## src/rtl/frame_scheduler.sv

```systemverilog
// Per-frame sequencer: on each vsync falling edge runs physics, collision and optional scroll stages,
// each with a watchdog, and manages the game-over / restart handshake.
module frame_scheduler #(
  parameter int TIMEOUT     = 1024,
  parameter int SCROLL_LINE = 200,
  parameter int DEATH_LINE  = 480
) (
  input  logic       clk,
  input  logic       rst,
  input  logic       frame_sync,
  input  logic [9:0] doodle_y,
  input  logic       restart_req,
  input  logic       phys_done,
  input  logic       coll_done,
  input  logic       scroll_done,
  output logic       phys_go,
  output logic       coll_go,
  output logic       scroll_go,
  output logic       busy,
  output logic       game_over,
  output logic       restart,
  output logic       timeout_flag,
  output logic [7:0] overrun_cnt
);

  typedef enum logic [2:0] {S_IDLE, S_PHYS, S_COLL, S_SCROLL, S_OVER} state_t;

  localparam int              TW    = (TIMEOUT > 1) ? $clog2(TIMEOUT) : 1;
  localparam logic [TW-1:0]   TLAST = TW'(TIMEOUT - 1);

  state_t        state_q, state_d;
  logic [TW-1:0] timer_q;
  logic          sync_q, rreq_q;
  logic          phys_go_q, coll_go_q, scroll_go_q;
  logic          busy_q, game_over_q, restart_q, timeout_flag_q;
  logic [7:0]    overrun_cnt_q;

  logic          frame_start, restart_edge, in_stage;
  logic          done_sel, stage_done, stage_abort, stage_exit;
  logic [31:0]   y_ext;

  always_comb begin
    frame_start  = sync_q & ~frame_sync;
    restart_edge = restart_req & ~rreq_q;
    in_stage     = (state_q == S_PHYS) || (state_q == S_COLL) || (state_q == S_SCROLL);
    y_ext        = {22'd0, doodle_y};

    case (state_q)
      S_PHYS:   done_sel = phys_done;
      S_COLL:   done_sel = coll_done;
      S_SCROLL: done_sel = scroll_done;
      default:  done_sel = 1'b0;
    endcase

    // A done strobe coincident with the go pulse belongs to a previous request, so ignore it.
    stage_done  = in_stage & (timer_q != '0) & done_sel;
    stage_abort = in_stage & ~stage_done & (timer_q == TLAST);
    stage_exit  = stage_done | stage_abort;

    state_d = state_q;
    case (state_q)
      S_IDLE:   if (frame_start) state_d = S_PHYS;
      S_PHYS:   if (stage_exit)  state_d = S_COLL;
      S_COLL: begin
        if (stage_exit) begin
          if (y_ext >= $unsigned(DEATH_LINE))      state_d = S_OVER;
          else if (y_ext < $unsigned(SCROLL_LINE)) state_d = S_SCROLL;
          else                                     state_d = S_IDLE;
        end
      end
      S_SCROLL: if (stage_exit)   state_d = S_IDLE;
      S_OVER:   if (restart_edge) state_d = S_IDLE;
      default:                    state_d = S_IDLE;
    endcase
  end

  always_ff @(posedge clk or negedge rst) begin
    if (!rst) begin
      state_q        <= S_IDLE;
      timer_q        <= '0;
      sync_q         <= 1'b1;
      rreq_q         <= 1'b1;
      phys_go_q      <= 1'b0;
      coll_go_q      <= 1'b0;
      scroll_go_q    <= 1'b0;
      busy_q         <= 1'b0;
      game_over_q    <= 1'b0;
      restart_q      <= 1'b0;
      timeout_flag_q <= 1'b0;
      overrun_cnt_q  <= 8'd0;
    end else begin
      state_q <= state_d;
      sync_q  <= frame_sync;
      rreq_q  <= restart_req;

      if (state_d != state_q)  timer_q <= '0;
      else if (in_stage)       timer_q <= timer_q + TW'(1);

      // Outputs are decoded from the next state so they line up with the state register.
      phys_go_q   <= (state_d == S_PHYS)   && (state_q != S_PHYS);
      coll_go_q   <= (state_d == S_COLL)   && (state_q != S_COLL);
      scroll_go_q <= (state_d == S_SCROLL) && (state_q != S_SCROLL);
      busy_q      <= (state_d == S_PHYS) || (state_d == S_COLL) || (state_d == S_SCROLL);
      game_over_q <= (state_d == S_OVER);
      restart_q   <= (state_q == S_OVER) && restart_edge;

      if ((state_q == S_OVER) && restart_edge) begin
        timeout_flag_q <= 1'b0;
        overrun_cnt_q  <= 8'd0;
      end else begin
        if (stage_abort) timeout_flag_q <= 1'b1;
        if (frame_start && in_stage && (overrun_cnt_q != 8'hFF))
          overrun_cnt_q <= overrun_cnt_q + 8'd1;
      end
    end
  end

  assign phys_go      = phys_go_q;
  assign coll_go      = coll_go_q;
  assign scroll_go    = scroll_go_q;
  assign busy         = busy_q;
  assign game_over    = game_over_q;
  assign restart      = restart_q;
  assign timeout_flag = timeout_flag_q;
  assign overrun_cnt  = overrun_cnt_q;

endmodule

```

## config.mk

```make
export PLATFORM = sky130hd
export DESIGN_NAME = frame_scheduler
export DESIGN_NICKNAME = d
export VERILOG_FILES = /design/src/rtl/frame_scheduler.sv
export SDC_FILE = /design/constraint.sdc
export NUM_CORES = 1
export LEC_CHECK = 0
export BUFFER_PORTS_ARGS = -buffer_cell sky130_fd_sc_hd__buf_2
export CAP_MARGIN = 15
export CORE_MARGIN = 2
export CORE_UTILIZATION = 48
export CTS_CLUSTER_DIAMETER = 120
export DETAILED_ROUTE_END_ITERATION = 16
export GPL_TIMING_DRIVEN = 0
export MAX_ROUTING_LAYER = met4
export PLACE_DENSITY = 0.75
export SLEW_MARGIN = 20
export SYNTH_ARGS = -nofsm -noshare
export SYNTH_HDL_FRONTEND = slang
export SYNTH_SLANG_ARGS = --single-unit
```

## constraint.sdc

```tcl
create_clock -name clk -period 1.55 [get_ports clk]
set_input_delay 0.0775 -clock clk [delete_from_list [all_inputs] [get_ports clk]]
set_output_delay 0.0775 -clock clk [all_outputs]
set_load 0.005 [all_outputs]
```

After elaboration in Yosys (flattened, before gate mapping)
Index checks and enable logic that the tools add are counted.
Word-level totals
  flip-flop bits (word level): 30
  output and inout bits: 15
  word-level logic and storage cells: 70
Cells by class
  add/subtract/negate cells: 2
  magnitude comparators: 2
  eq/ne operators: 14
  mux-type cells: 15
  bitwise operators: 10
  reduce and logical (&&, ||, !) cells: 15
Operators with widths (count)
  2-to-1 mux 10 bit: 2
  2-to-1 mux 3 bit: 6
  2-to-1 mux 8 bit: 2
  one-hot mux 3 bit (5 select lines): 1
  == test 3 x 2 -> 1 bit, second input constant: 4
  adder 10 x 1 -> 10 bit, second input constant: 1
  == test 10 bit, second input constant: 1
  greater-or-equal comparator 10 x 9 -> 1 bit, second input constant: 1
  < comparator 10 x 8 -> 1 bit, second input constant: 1
  nonzero test 10 bit: 1
  adder 8 x 1 -> 8 bit, second input constant: 1
  inequality test 8 bit, second input constant: 1
  bitwise AND 1 bit: 6
  == test 3 x 1 -> 1 bit, second input constant: 2
  == test 3 bit, second input constant: 2
  logical AND 1 bit: 6
  inequality test 3 x 2 -> 1 bit, second input constant: 2
  nonzero test 2 bit: 3
  logical OR 1 bit: 4
  zero test 3 bit: 1
  inequality test 3 x 1 -> 1 bit, second input constant: 1
  inequality test 3 bit: 1
  NOT 1 bit: 3
  one-hot mux 1 bit (3 select lines): 1
  other kinds (3): 4

Logic depth before layout (Yosys ltp)
Gate-level depths: netlist of run 1.
  depth after elaboration: 14
  mapped depth: 6

Worst setup path after synthesis of run 1
No wires, ideal clock.
  path kind: register to register
  from: reg sync_q
  to: reg overrun_cnt_q[7], in the netlist overrun_cnt[7]
  library setup time: 0.132 ns
  data arrival time: 1.396 ns
  required time: 1.418 ns
  setup slack: 0.022 ns
  stages on the path, launching flop included: 6
  buffers on the path: 0
  period minus slack after synthesis: 1.528 ns
  cells stage by stage: dfstp_2 -> nor2b_1 -> o311ai_2 -> nor4_1 -> xnor2_1 -> nor2_1
On the way
  cells in the longest elaborated chain, start to end: 4
Ends and longest elaborated chain
  from (decl): RTL line 33  | logic sync_q, rreq_q;
  from (signal assigned): RTL line 93  | sync_q <= frame_sync;
  bitwise AND 1 bit: RTL line 43  | frame_start = sync_q & ~frame_sync;
  logical AND 1 bit (2 in a row): RTL line 112  | if (frame_start && in_stage && (overrun_cnt_q != 8'hFF))
  nonzero test 2 bit (no source line)
  to (signal assigned): RTL line 113  | overrun_cnt_q <= overrun_cnt_q + 8'd1;
  to (decl): RTL line 36  | logic [7:0] overrun_cnt_q;
Every way passes these cells.
A chain may end at the register's enable or synchronous reset.

Final worst setup path of run 1
  from: reg state_q[1]
  to: reg state_q[2]
On the way
  cells in the longest elaborated chain, start to end: 11
  elaborated cells on any way between the ends: 18
Ends and longest elaborated chain
  from (decl): RTL line 31  | state_t state_q, state_d;
  from (signal assigned): RTL line 92  | state_q <= state_d;
  == test 3 x 1 -> 1 bit or == test 3 x 2 -> 1 bit (tied branches): RTL line 45, 48, 61
  logical OR 1 bit (2 in a row): RTL line 45  | in_stage = (state_q == S_PHYS) || (state_q == S_COLL) || (state_q == S_SCROLL);
  bitwise AND 1 bit (2 in a row): RTL line 56  | stage_done = in_stage & (timer_q != '0) & done_sel;
  NOT 1 bit: RTL line 57  | stage_abort = in_stage & ~stage_done & (timer_q == TLAST);
  bitwise AND 1 bit (2 in a row): RTL line 57
  OR 1 bit: RTL line 58  | stage_exit = stage_done | stage_abort;
  2-to-1 mux 3 bit, on equally long branches: RTL line 71, 63, 65
  one-hot mux 3 bit (5 select lines) *: RTL line 61  | case (state_q)
  via state_d[2]: RTL line 31
Mark *: on every way through the listed nets, which the timed path passes. The rest lies on a longest branch.

==> run_results.csv, run 1 <==
group,metric,value,unit
clock_tree,h-tree-depth,2,
setup_path,worst_setup_path_endpoint,"state_q[2]",
finish,diodes,0,
placement,port_buffers,28,
clock_tree,clkTransAtPathRegs,90,ps
synthesis,synth_top_cells_by_area,"sky130_fd_sc_hd__dfrtp_1 47%, sky130_fd_sc_hd__nor2_1 5.6%, sky130_fd_sc_hd__xnor2_1 5.3%",
clock_tree,cts_sinks,30,
grt,grt.overflow.total,0,
finish,post_route_cells_drive_above_1_share,44.0,%
synthesis,synth.largest_area_cell,"sky130_fd_sc_hd__dfrtp_1",
grt,wire_length_of_the_first_global_routing_pass,5170,um
placement,hpwl,2150,um
setup_path,required,1790,ps
floorplanning,start_util,49.4,%
detailed_routing,via_count,1302,
synthesis,yosysTopAreaCellShare,47.3,%
power_and_ir_drop,vdd_ir_drop_max,0.000824,V
floorplanning,floorplan.rows,20,
placement,place.detailed.instances,207,
synthesis,yosysWarnings,0,
worst_hold_path,hold_class,"in2reg",
timing,tightestPinTransition,640,ps
floorplanning,fp.dieH,59.6,um
setup_path,critical_path.max_stage_delay,400,ps
finish,layout-area-overhead-vs-synth,36.5,%
power_and_ir_drop,total_power,3.08,mW
run_status,violations,"setup timing",
clock_tree,clock_insertion_delay_worst_skew,340,ps
detailed_routing,wire_length_per_cell,15.0,um
placement,place.gp.congestion,0.772,
synthesis,synthesis.area_per_instance,10.2,um2
synthesis,ys_async_sr_fraction,100,%
power_and_ir_drop,p_leak,0.950,nW
clock_tree,numCtsBuffers,5,
synthesis,synth_edf_count,0,
timing,finalSetupViolCount,3,
grt,grt_start_max_net_pins,31,
detailed_routing,viasPerCell,5.59,
synthesis,synth.ff_latch_count,30,
synthesis,synthMostInstantiatedCell,"sky130_fd_sc_hd__dfrtp_1",
clock_tree,tritoncts,"yes",
setup_path,worst_path_slowest_cell,"sky130_fd_sc_hd__dfrtp_1",
finish,fin_nets,219,
timing,final.setup_skew,7.69,ps
floorplanning,dieArea,3550,um2
grt,grt_antenna_before_repair,0,
timing,period_needed,1600,ps
run_status,result_of_the_run,"finished, violations left",
setup_path,cp_max_fo,7,
clock_tree,max-clock-path-buffers,2,
setup_path,start_kind,"flip-flop",
grt,vias_in_the_first_global_route,1156,
timing,grt_setup_unrepaired,"true",
setup_path,launching_element_of_the_worst_setup_path,"state_q[1]",
grt,grtUsageTotal,20.4,%
synthesis,synth_seq_area_share,50.8,%
synthesis,ys.flop_type,"sky130_fd_sc_hd__dfrtp_1",
synthesis,syn-instance-count,146,
setup_path,reg2reg_depth,6,
setup_path,worst-endpoint-arrival,1850,ps
finish,finish.cell_count_without_fillers,233,
setup_path,path_cells,"buf_6 > mux2i_1 > a211oi_2 > nand2_2 > and2_4 > o31ai_4",
timing,final_critical_path_share_of_the_clock_period,103,%
power_and_ir_drop,power-per-cell-area,1520,nW/um2
setup_path,worst-r2r-setup-slack,-50,ps
floorplanning,ioPinCount,32,
setup_path,crit_path_class,"reg2reg",
timing,finalHoldViolCount,0,
synthesis,synthTopCellsByCount,"28 x sky130_fd_sc_hd__dfrtp_1, 22 x sky130_fd_sc_hd__nor2_1, 12 x sky130_fd_sc_hd__nand2_1, 9 x sky130_fd_sc_hd__xnor2_1, 7 x sky130_fd_sc_hd__inv_1",
setup_path,regToRegStartpoint,"state_q[1]",
synthesis,synth_nets,166,
timing,report.final.slew_viol_count,0,
finish,final_core_util,67.4,%
run,cap_violations,0,
clock_tree,clock_tree.root_cell,"sky130_fd_sc_hd__clkbuf_4",
setup_path,timing.critical_path.to_type,"flip-flop",
setup_path,regToRegEndpoint,"state_q[2]",
detailed_routing,dr.first_iter.drc_count,34,
detailed_routing,wirelength,3510,um
timing,fmax,624,MHz
finish,final_design_area_no_fill,2020,um2
floorplanning,die_width,59.6,um
detailed_routing,drt_pass1_iterations,4,
placement,post_dp_cell_area,1660,um2
timing,relSlewSlack,57.3,%
floorplanning,coreArea,3000,um2
synthesis,mappedNetlistArea,1480,um2
timing,postLayoutSetupSlackWorst,-53.2,ps
detailed_routing,drcViolationCount,0,
detailed_routing,detail-route-antenna-nets,0,
synthesis,synth_cell_type_count,39,
==> cell type report <==
class	instances	area, um2
Clock inverter	1	5.00
Clock buffer	7	55.1
Fill cell	247	978
Multi-Input combinational cell	106	830
Tap cell	33	41.3
Timing Repair Buffer	46	282
Buffer	3	27.5
Inverter	7	26.3
Sequential cell	30	758
==> how the worst min path moves through the flow <==
stage                           start    endpoint  depth (start not counted)
after floorplan                   rst        busy                          0
after global placement            rst  timer_q[8]                          1
after detailed placement          rst  timer_q[8]                          1
after CTS                 doodle_y[8]   scroll_go                          5
after global routing      doodle_y[8]   scroll_go                          5
final                     doodle_y[8]   scroll_go                          5
==> logic make-up (layout without fill, tap and decap cells) <==
kind of cell | Yosys count | in the layout | share of synthesized area (%)
AOI/OAI and AO/OA | 21 | 21 | 10.7
xor gates and xnor gates | 15 | 15 | 8.86
adders and majority gates | 3 | 3 | 2.53
buffers and inverters | 11 | 64 | 3.29
DFF | 30 | 30 | 50.8
muxes | 1 | 1 | 0.675
and+or+nand+nor | 65 | 66 | 23.1
==> metal layers <==
metal  routed length, um  global-route usage (%)  share of wire [%]
met1                1460                    24.1                 42
met2                1780                    32.2                 51
met3                 192                    6.11                5.5
met4                  65                    8.89                1.9
met5                   0                       -                  0
==> registers in the layout, summed over array words and instances, names as in the netlist <==
signal        cells
game_over         1
rreq_q            1
timeout_flag      1
restart           1
timer_q          10
sync_q            1
coll_go           1
state_q           3
busy              1
scroll_go         1
phys_go           1
overrun_cnt       8
==> through the flow <==
stage / worst slack (ps) / hold slack (ps) / setup TNS, ps
after global placement: -164 / 135 / -786
after global routing: -113 / 151 / -711
after CTS: -40.5 / 123 / -217
final: -53.2 / 159 / -90.4
after detailed placement: -167 / 142 / -1060
after floorplan: 22.2 / -218 / 0
==> where the power goes <==
group          total [mW]  switching (mW)  internal, mW
clock network       0.487           0.268         0.219
registers            1.10           0.150         0.952
logic                1.49           0.789         0.704
total                3.08            1.21          1.87
==> worst max-delay path: cells and delay by family (launching register included) <==
| kind | cells | cell delay (ps) |
|---|---|---|
| and+or+nand+nor | 2 | 400 |
| buffers and inverters | 1 | 140 |
| muxes | 1 | 120 |
| AOI/OAI and AO/OA | 2 | 440 |
| DFF | 1 | 400 |
==> timing repair <==
| item | in CTS | in global routing |
|---|---|---|
| endpoints found under the hold margin | 30 | 0 |
| cloned | 0 | 3 |
| resized for setup | 11 | 26 |
| pin swaps | 4 | 13 |
| hold buffers | 3 | 0 |
| buffers inserted | 4 | 9 |
| setup endpoints to repair | 23 | 22 |
==> cell usage in the layout, fill, tap and decap left out, types with 3 or more instances in the layout <==
| cell | n |
|---|---|
| sky130_fd_sc_hd__inv_1 | 7 |
| sky130_fd_sc_hd__nand4_1 | 5 |
| sky130_fd_sc_hd__nor4_2 | 3 |
| sky130_fd_sc_hd__clkbuf_4 | 5 |
| sky130_fd_sc_hd__nand2_1 | 9 |
| sky130_fd_sc_hd__buf_4 | 12 |
| sky130_fd_sc_hd__xor2_1 | 6 |
| sky130_fd_sc_hd__buf_6 | 3 |
| sky130_fd_sc_hd__xnor2_1 | 9 |
| sky130_fd_sc_hd__a21oi_1 | 4 |
| sky130_fd_sc_hd__nand3_1 | 3 |
| sky130_fd_sc_hd__nor2_1 | 22 |
| sky130_fd_sc_hd__nand2_2 | 3 |
| sky130_fd_sc_hd__dfrtp_2 | 4 |
| sky130_fd_sc_hd__dlygate4sd3_1 | 3 |
| sky130_fd_sc_hd__dfrtp_1 | 24 |
| sky130_fd_sc_hd__buf_2 | 30 |
No activity file was read; power rests on OpenSTA's default activity.
==> run 2, diff against run 1 <==
--- a/config.mk
+++ b/config.mk
@@ -14,6 +14,7 @@
 export GPL_TIMING_DRIVEN = 0
 export MAX_ROUTING_LAYER = met4
 export PLACE_DENSITY = 0.75
+export REMOVE_ABC_BUFFERS = 1
 export SLEW_MARGIN = 20
 export SYNTH_ARGS = -nofsm -noshare
 export SYNTH_HDL_FRONTEND = slang
==> run 2 against run 1 <==
Net effect:
- the run now ends clean
- hold slack worse by 25 ps
- clock skew is 2.5 ps lower
- fmax grew 4.3%
- first-iteration DRC count rose by 120%
- clock power down 12%
- global-route usage rose by 0.70 points
- count of clock-buffer cells in the layout is the same
- die area unchanged
==> run_results.csv, run 2 (synthesized netlist as in run 1, its figures left out) <==
group,metric,value,unit
run_status,result_of_the_run,"finished clean",
grt,grtUsageTotal,21.1,%
placement,post_dp_cell_area,1640,um2
power_and_ir_drop,vdd_ir_drop_max,0.00119,V
setup_path,crit_path_class,"reg2reg",
detailed_routing,dr.first_iter.drc_count,75,
finish,final_design_area_no_fill,2050,um2
finish,num-fill-cells,227,
finish,layout_commonest_cell,"sky130_fd_sc_hd__buf_2",
clock_tree,clkTransAtPathRegs,90,ps
clock_tree,clock_tree.root_cell,"sky130_fd_sc_hd__clkbuf_4",
floorplanning,coreArea,3000,um2
worst_hold_path,hold_class,"in2reg",
timing,grt_setup_unrepaired,"true",
timing,final_critical_path_share_of_the_clock_period,99.2,%
timing,postLayoutSetupSlackWorst,12.5,ps
setup_path,path_cells,"o21ba_4 > buf_4 > nand4_1 > nor2_2 > xnor2_1 > nor2_1",
clock_tree,cts_sinks,30,
timing,finalHoldViolCount,0,
floorplanning,die_width,59.6,um
placement,place_ws,-153,ps
detailed_routing,drt_pass1_iterations,4,
placement,place.gp.congestion,0.765,
floorplanning,floorplan.rows,20,
clock_tree,max-clock-path-buffers,2,
timing,final.setup_skew,5.16,ps
detailed_routing,detail-route-antenna-nets,0,
detailed_routing,viasPerCell,5.53,
setup_path,critical_path.max_stage_delay,430,ps
timing,finalSetupViolCount,0,
grt,vias_in_the_first_global_route,1106,
setup_path,timing.critical_path.to_type,"flip-flop",
detailed_routing,wirelength,3710,um
finish,fin_nets,218,
finish,layout-area-overhead-vs-synth,38.5,%
finish,most-common-layout-cells,"28 x sky130_fd_sc_hd__buf_2, 20 x sky130_fd_sc_hd__nor2_1, 18 x sky130_fd_sc_hd__dfrtp_1",
placement,port_buffers,28,
floorplanning,start_util,49.4,%
detailed_routing,via_count,1278,
finish,finish.cell_count_without_fillers,231,
placement,hpwl,2050,um
clock_tree,h-tree-depth,2,
setup_path,required,1780,ps
setup_path,worst-endpoint-arrival,1770,ps
finish,post_route_cells_drive_above_1_share,44.4,%
timing,worst_hold_slack,134,ps
setup_path,cp_max_fo,4,
timing,relSlewSlack,55.5,%
setup_path,worst-r2r-setup-slack,10,ps
grt,grt_start_max_net_pins,31,
clock_tree,tritoncts,"yes",
placement,place.detailed.instances,203,
timing,report.final.slew_viol_count,0,
detailed_routing,wire_length_per_cell,16.1,um
timing,period_needed,1540,ps
floorplanning,ioPinCount,32,
floorplanning,dieArea,3550,um2
clock_tree,clock_insertion_delay_worst_skew,340,ps
timing,tightestPinTransition,668,ps
finish,largest_register_ff_count,10,
power_and_ir_drop,p_leak,0.993,nW
detailed_routing,drcViolationCount,0,
setup_path,start_kind,"flip-flop",
grt,grt_antenna_before_repair,0,
run,cap_violations,0,
finish,diodes,0,
power_and_ir_drop,power-per-cell-area,1490,nW/um2
clock_tree,numCtsBuffers,5,
finish,top_register,"timer_q",
setup_path,worst_path_slowest_cell,"sky130_fd_sc_hd__dfrtp_2",
grt,grt.overflow.total,0,
grt,wire_length_of_the_first_global_routing_pass,5240,um
floorplanning,fp.dieH,59.6,um
timing,fmax,650,MHz
[run 2: changes by cell type in the layout (fill, tap and decap cells not counted), sizes merged]
| cell | delta |
|---|---|
| dlymetal6s2s | +2 |
| buf | -1 |
| clkbuf | -1 |
| clkinv | -1 |
| nand3 | -1 |
[run 2: path summary, 6_finish.rpt]
kind                               from        endpoint  cells past startpoint
hold / removal              doodle_y[9]       scroll_go                      5
setup / recovery             state_q[2]      timer_q[5]                      6
max in group asynchronous           rst  overrun_cnt[3]                      2
min in group asynchronous           rst      timer_q[6]                      2
setup reg to reg             state_q[2]      timer_q[5]                      6
hold reg to reg            timeout_flag    timeout_flag                      2
[run 2: stage by stage]
stage | TNS, ps | utilization, % | total power, mW
finish | 0 | 68.4 | 3.05
global placement | -997 | 54.7 | 1.98
floorplan | 0 | - | 1.73
CTS | -308 | 60.5 | 2.63
global route | -606 | 68.4 | 3.24
detailed placement | -1310 | 54.7 | 2.02
[run 2: cell type report]
type                            count  area, um2  share of cell area (%)
Clock buffer                        7       45.0                    2.19
Inverter                            7       26.3                    1.28
Multi-Input combinational cell    105        848                    41.3
Sequential cell                    30        766                    37.3
Tap cell                           33       41.3                    2.01
Timing Repair Buffer               49        327                    15.9
[run 2: report_power, final]
part,internal [mW],switching (mW)
clock,0.170,0.259
sequential,0.959,0.178
combinational,0.726,0.759
total,1.86,1.20
[run 2: repair_timing]
action	CTS	global route
setup buffers	5	13
hold buffers	3	0
pin swaps	2	11
endpoints found under the hold margin	30	0
setup endpoints to repair	22	25
resized for setup	14	29
[run 2: metal layers]
layer | routed length [um] | track usage (%)
met5 | 0 | -
met1 | 1550 | 25.7
met3 | 124 | 5.90
met2 | 1980 | 33.0
met4 | 59 | 8.57
[run 2: critical path, delay by kind of cell, from the launching register on]
kind / cells / cell delay [ps]
flip-flops: 1 / 430
XOR/XNOR: 1 / 130
AO/OA/AOI/OAI: 1 / 260
buffers and inverters: 1 / 130
AND/OR/NAND/NOR: 3 / 480
==> run 3, diff against run 2 <==
--- a/config.mk
+++ b/config.mk
@@ -7,6 +7,7 @@
 export LEC_CHECK = 0
 export BUFFER_PORTS_ARGS = -buffer_cell sky130_fd_sc_hd__buf_2
 export CAP_MARGIN = 15
+export CORE_ASPECT_RATIO = 1.1
 export CORE_MARGIN = 2
 export CORE_UTILIZATION = 48
 export CTS_CLUSTER_DIAMETER = 120
==> run 3 against run 2 <==
Net effect:
- the flow now finishes with violations (setup timing)
- critical path depth did not move
- sequential share of layout area fell by 0.12 points
- clock power rose by 16%
- register-to-register slack got worse by 40 ps
- non-clock buffer count fell by 3
- highest routed layer unchanged
- worst setup slack got worse by 39 ps
- global-route usage rose by 0.24 points
- fmax fell by 2.4%
==> run_results.csv, run 3 (synthesized netlist as in run 1, its figures left out) <==
group,metric,value,unit
run_status,result_of_the_run,"finished, violations left",
run_status,violations,"setup timing",
power_and_ir_drop,vdd_ir_drop_max,0.00119,V
detailed_routing,detail-route-antenna-nets,0,
detailed_routing,wirelength,3820,um
setup_path,worst_path_slowest_cell,"sky130_fd_sc_hd__dfrtp_2",
detailed_routing,via_count,1320,
detailed_routing,viasPerCell,5.74,
power_and_ir_drop,power-per-cell-area,1540,nW/um2
detailed_routing,drt_pass1_iterations,6,
setup_path,path_cells,"o21ba_4 > buf_6 > nand4_1 > nor2_1 > xnor2_1 > nor2_1",
grt,grt_antenna_before_repair,0,
detailed_routing,drcViolationCount,0,
power_and_ir_drop,power.share.clock,15.7,%
setup_path,required,1790,ps
power_and_ir_drop,netSwitchingPower,1.26,mW
finish,top_register,"timer_q",
clock_tree,max-clock-path-buffers,2,
placement,hpwl,2110,um
setup_path,crit_buf_inv,1,
setup_path,crit_path_class,"reg2reg",
placement,post_dp_cell_area,1640,um2
finish,post_route_cells_drive_above_1_share,46.4,%
timing,period_needed,1580,ps
grt,wire_length_of_the_first_global_routing_pass,5600,um
timing,postLayoutSetupSlackWorst,-26.0,ps
setup_path,cp_max_fo,4,
power_and_ir_drop,total_power,3.16,mW
power_and_ir_drop,p_int,1.90,mW
grt,grt.overflow.total,0,
finish,largest_register_ff_count,10,
floorplanning,ioPinCount,32,
clock_tree,numCtsBuffers,5,
clock_tree,clock_tree.root_cell,"sky130_fd_sc_hd__clkbuf_4",
power_and_ir_drop,power_frac_comb,47.9,%
floorplanning,floorplan.rows,21,
placement,port_buffers,28,
power_and_ir_drop,seq_power_share,36.3,%
finish,final_design_area_no_fill,2050,um2
timing,final.setup_skew,11.8,ps
floorplanning,die_width,57.0,um
clock_tree,clock_insertion_delay_worst_skew,340,ps
timing,finalSetupViolCount,6,
run,cap_violations,0,
clock_tree,cts_sinks,30,
clock_tree,clkTransAtPathRegs,100,ps
setup_path,worst-endpoint-arrival,1810,ps
detailed_routing,wire_length_per_cell,16.6,um
placement,place.gp.congestion,0.728,
timing,grt_setup_unrepaired,"true",
floorplanning,dieArea,3550,um2
detailed_routing,dr.first_iter.drc_count,48,
timing,report.final.slew_viol_count,0,
finish,layout_commonest_cell,"sky130_fd_sc_hd__buf_2",
worst_hold_path,hold_class,"in2reg",
setup_path,cp_top_family,"simple AND/OR/NAND/NOR gates",
power_and_ir_drop,p_leak,0.932,nW
setup_path,timing.critical_path.to_type,"flip-flop",
finish,fin_nets,215,
grt,grtUsageTotal,21.3,%
finish,most-common-layout-cells,"28 x sky130_fd_sc_hd__buf_2, 20 x sky130_fd_sc_hd__nor2_1, 20 x sky130_fd_sc_hd__dfrtp_1",
timing,finalHoldViolCount,0,
setup_path,worst-r2r-setup-slack,-30,ps
floorplanning,fp.dieH,62.3,um
grt,vias_in_the_first_global_route,1272,
floorplanning,start_util,49.5,%
setup_path,start_kind,"flip-flop",
timing,relSlewSlack,55.1,%
clock_tree,tritoncts,"yes",
clock_tree,h-tree-depth,2,
timing,tightestPinTransition,674,ps
setup_path,critical_path.max_stage_delay,430,ps
setup_path,cpMostUsedCell,"sky130_fd_sc_hd__nor2_1",
floorplanning,coreArea,3000,um2
timing,final_critical_path_share_of_the_clock_period,102,%
grt,grt_start_max_net_pins,31,
finish,layout-area-overhead-vs-synth,38.5,%
finish,diodes,0,
timing,fmax,635,MHz
power_and_ir_drop,power_switching_share,40.0,%
run 3: worst reg2reg max path: cells and delay by family, from the launching register on:
kind	cells	cell delay, ps
AND/OR/NAND/NOR	3	490
flip-flops	1	430
AO/OA/AOI/OAI	1	270
XOR/XNOR	1	150
buffers and inverters	1	120
run 3: timing repair:
item | 4_1_cts | 5_1_grt
setup endpoints to repair | 22 | 21
endpoints found under the hold margin | 30 | 0
buffers inserted | 8 | 7
hold buffers | 3 | 0
pin swaps | 8 | 15
resized for setup | 22 | 24
run 3: metrics by stage:
| step | utilization [%] | setup TNS (ps) | std cells | hold WS [ps] | setup WS [ps] |
|---|---|---|---|---|---|
| floorplan | - | 0 | 142 | -218 | 22.5 |
| global placement | 54.8 | -1040 | 204 | 138 | -160 |
| detailed placement | 54.8 | -1980 | 204 | 153 | -186 |
| CTS | 64.0 | -1.61 | 223 | 116 | -1.61 |
| global route | 68.5 | -601 | 230 | 129 | -81.0 |
| finish | 68.5 | -70.5 | 230 | 128 | -26.0 |
run 3: path summary, 6_finish.rpt:
check | cells after the start | from | endpoint
worst max-delay path | 6 | state_q[2] | timer_q[7]
worst min-delay path | 5 | doodle_y[8] | scroll_go
worst max register to register | 6 | state_q[2] | timer_q[7]
worst min register to register | 2 | timeout_flag | timeout_flag
max in group asynchronous | 2 | rst | state_q[0]
min in group asynchronous | 2 | rst | timer_q[6]
run 3: final cells by class:
type / count / area, um2
Clock buffer: 7 / 55.1
Clock inverter: 1 / 5.00
Fill cell: 226 / 942
Inverter: 7 / 26.3
Multi-Input combinational cell: 105 / 855
Sequential cell: 30 / 763
Tap cell: 34 / 42.5
Timing Repair Buffer: 46 / 307
run 3: power groups by stage:
| stage | registers (mW) | clock network (mW) | logic [mW] |
|---|---|---|---|
| finish | 1.15 | 0.497 | 1.51 |
| global route | 1.17 | 0.534 | 1.63 |
| CTS | 1.13 | 0.500 | 1.25 |
| detailed placement | 1.15 | 0 | 0.871 |
| global placement | 1.14 | 0 | 0.841 |
| floorplan | 1.13 | 0 | 0.607 |
run 3: routing by layer:
| metal | vias to the layer above | wire length (um) | track usage, % |
|---|---|---|---|
| li1 | 619 | - | - |
| met1 | 644 | 1500 | 24.8 |
| met2 | 41 | 2060 | 34.5 |
| met3 | 16 | 123 | 3.96 |
| met4 | 0 | 140 | 11.6 |
| met5 | - | 0 | - |
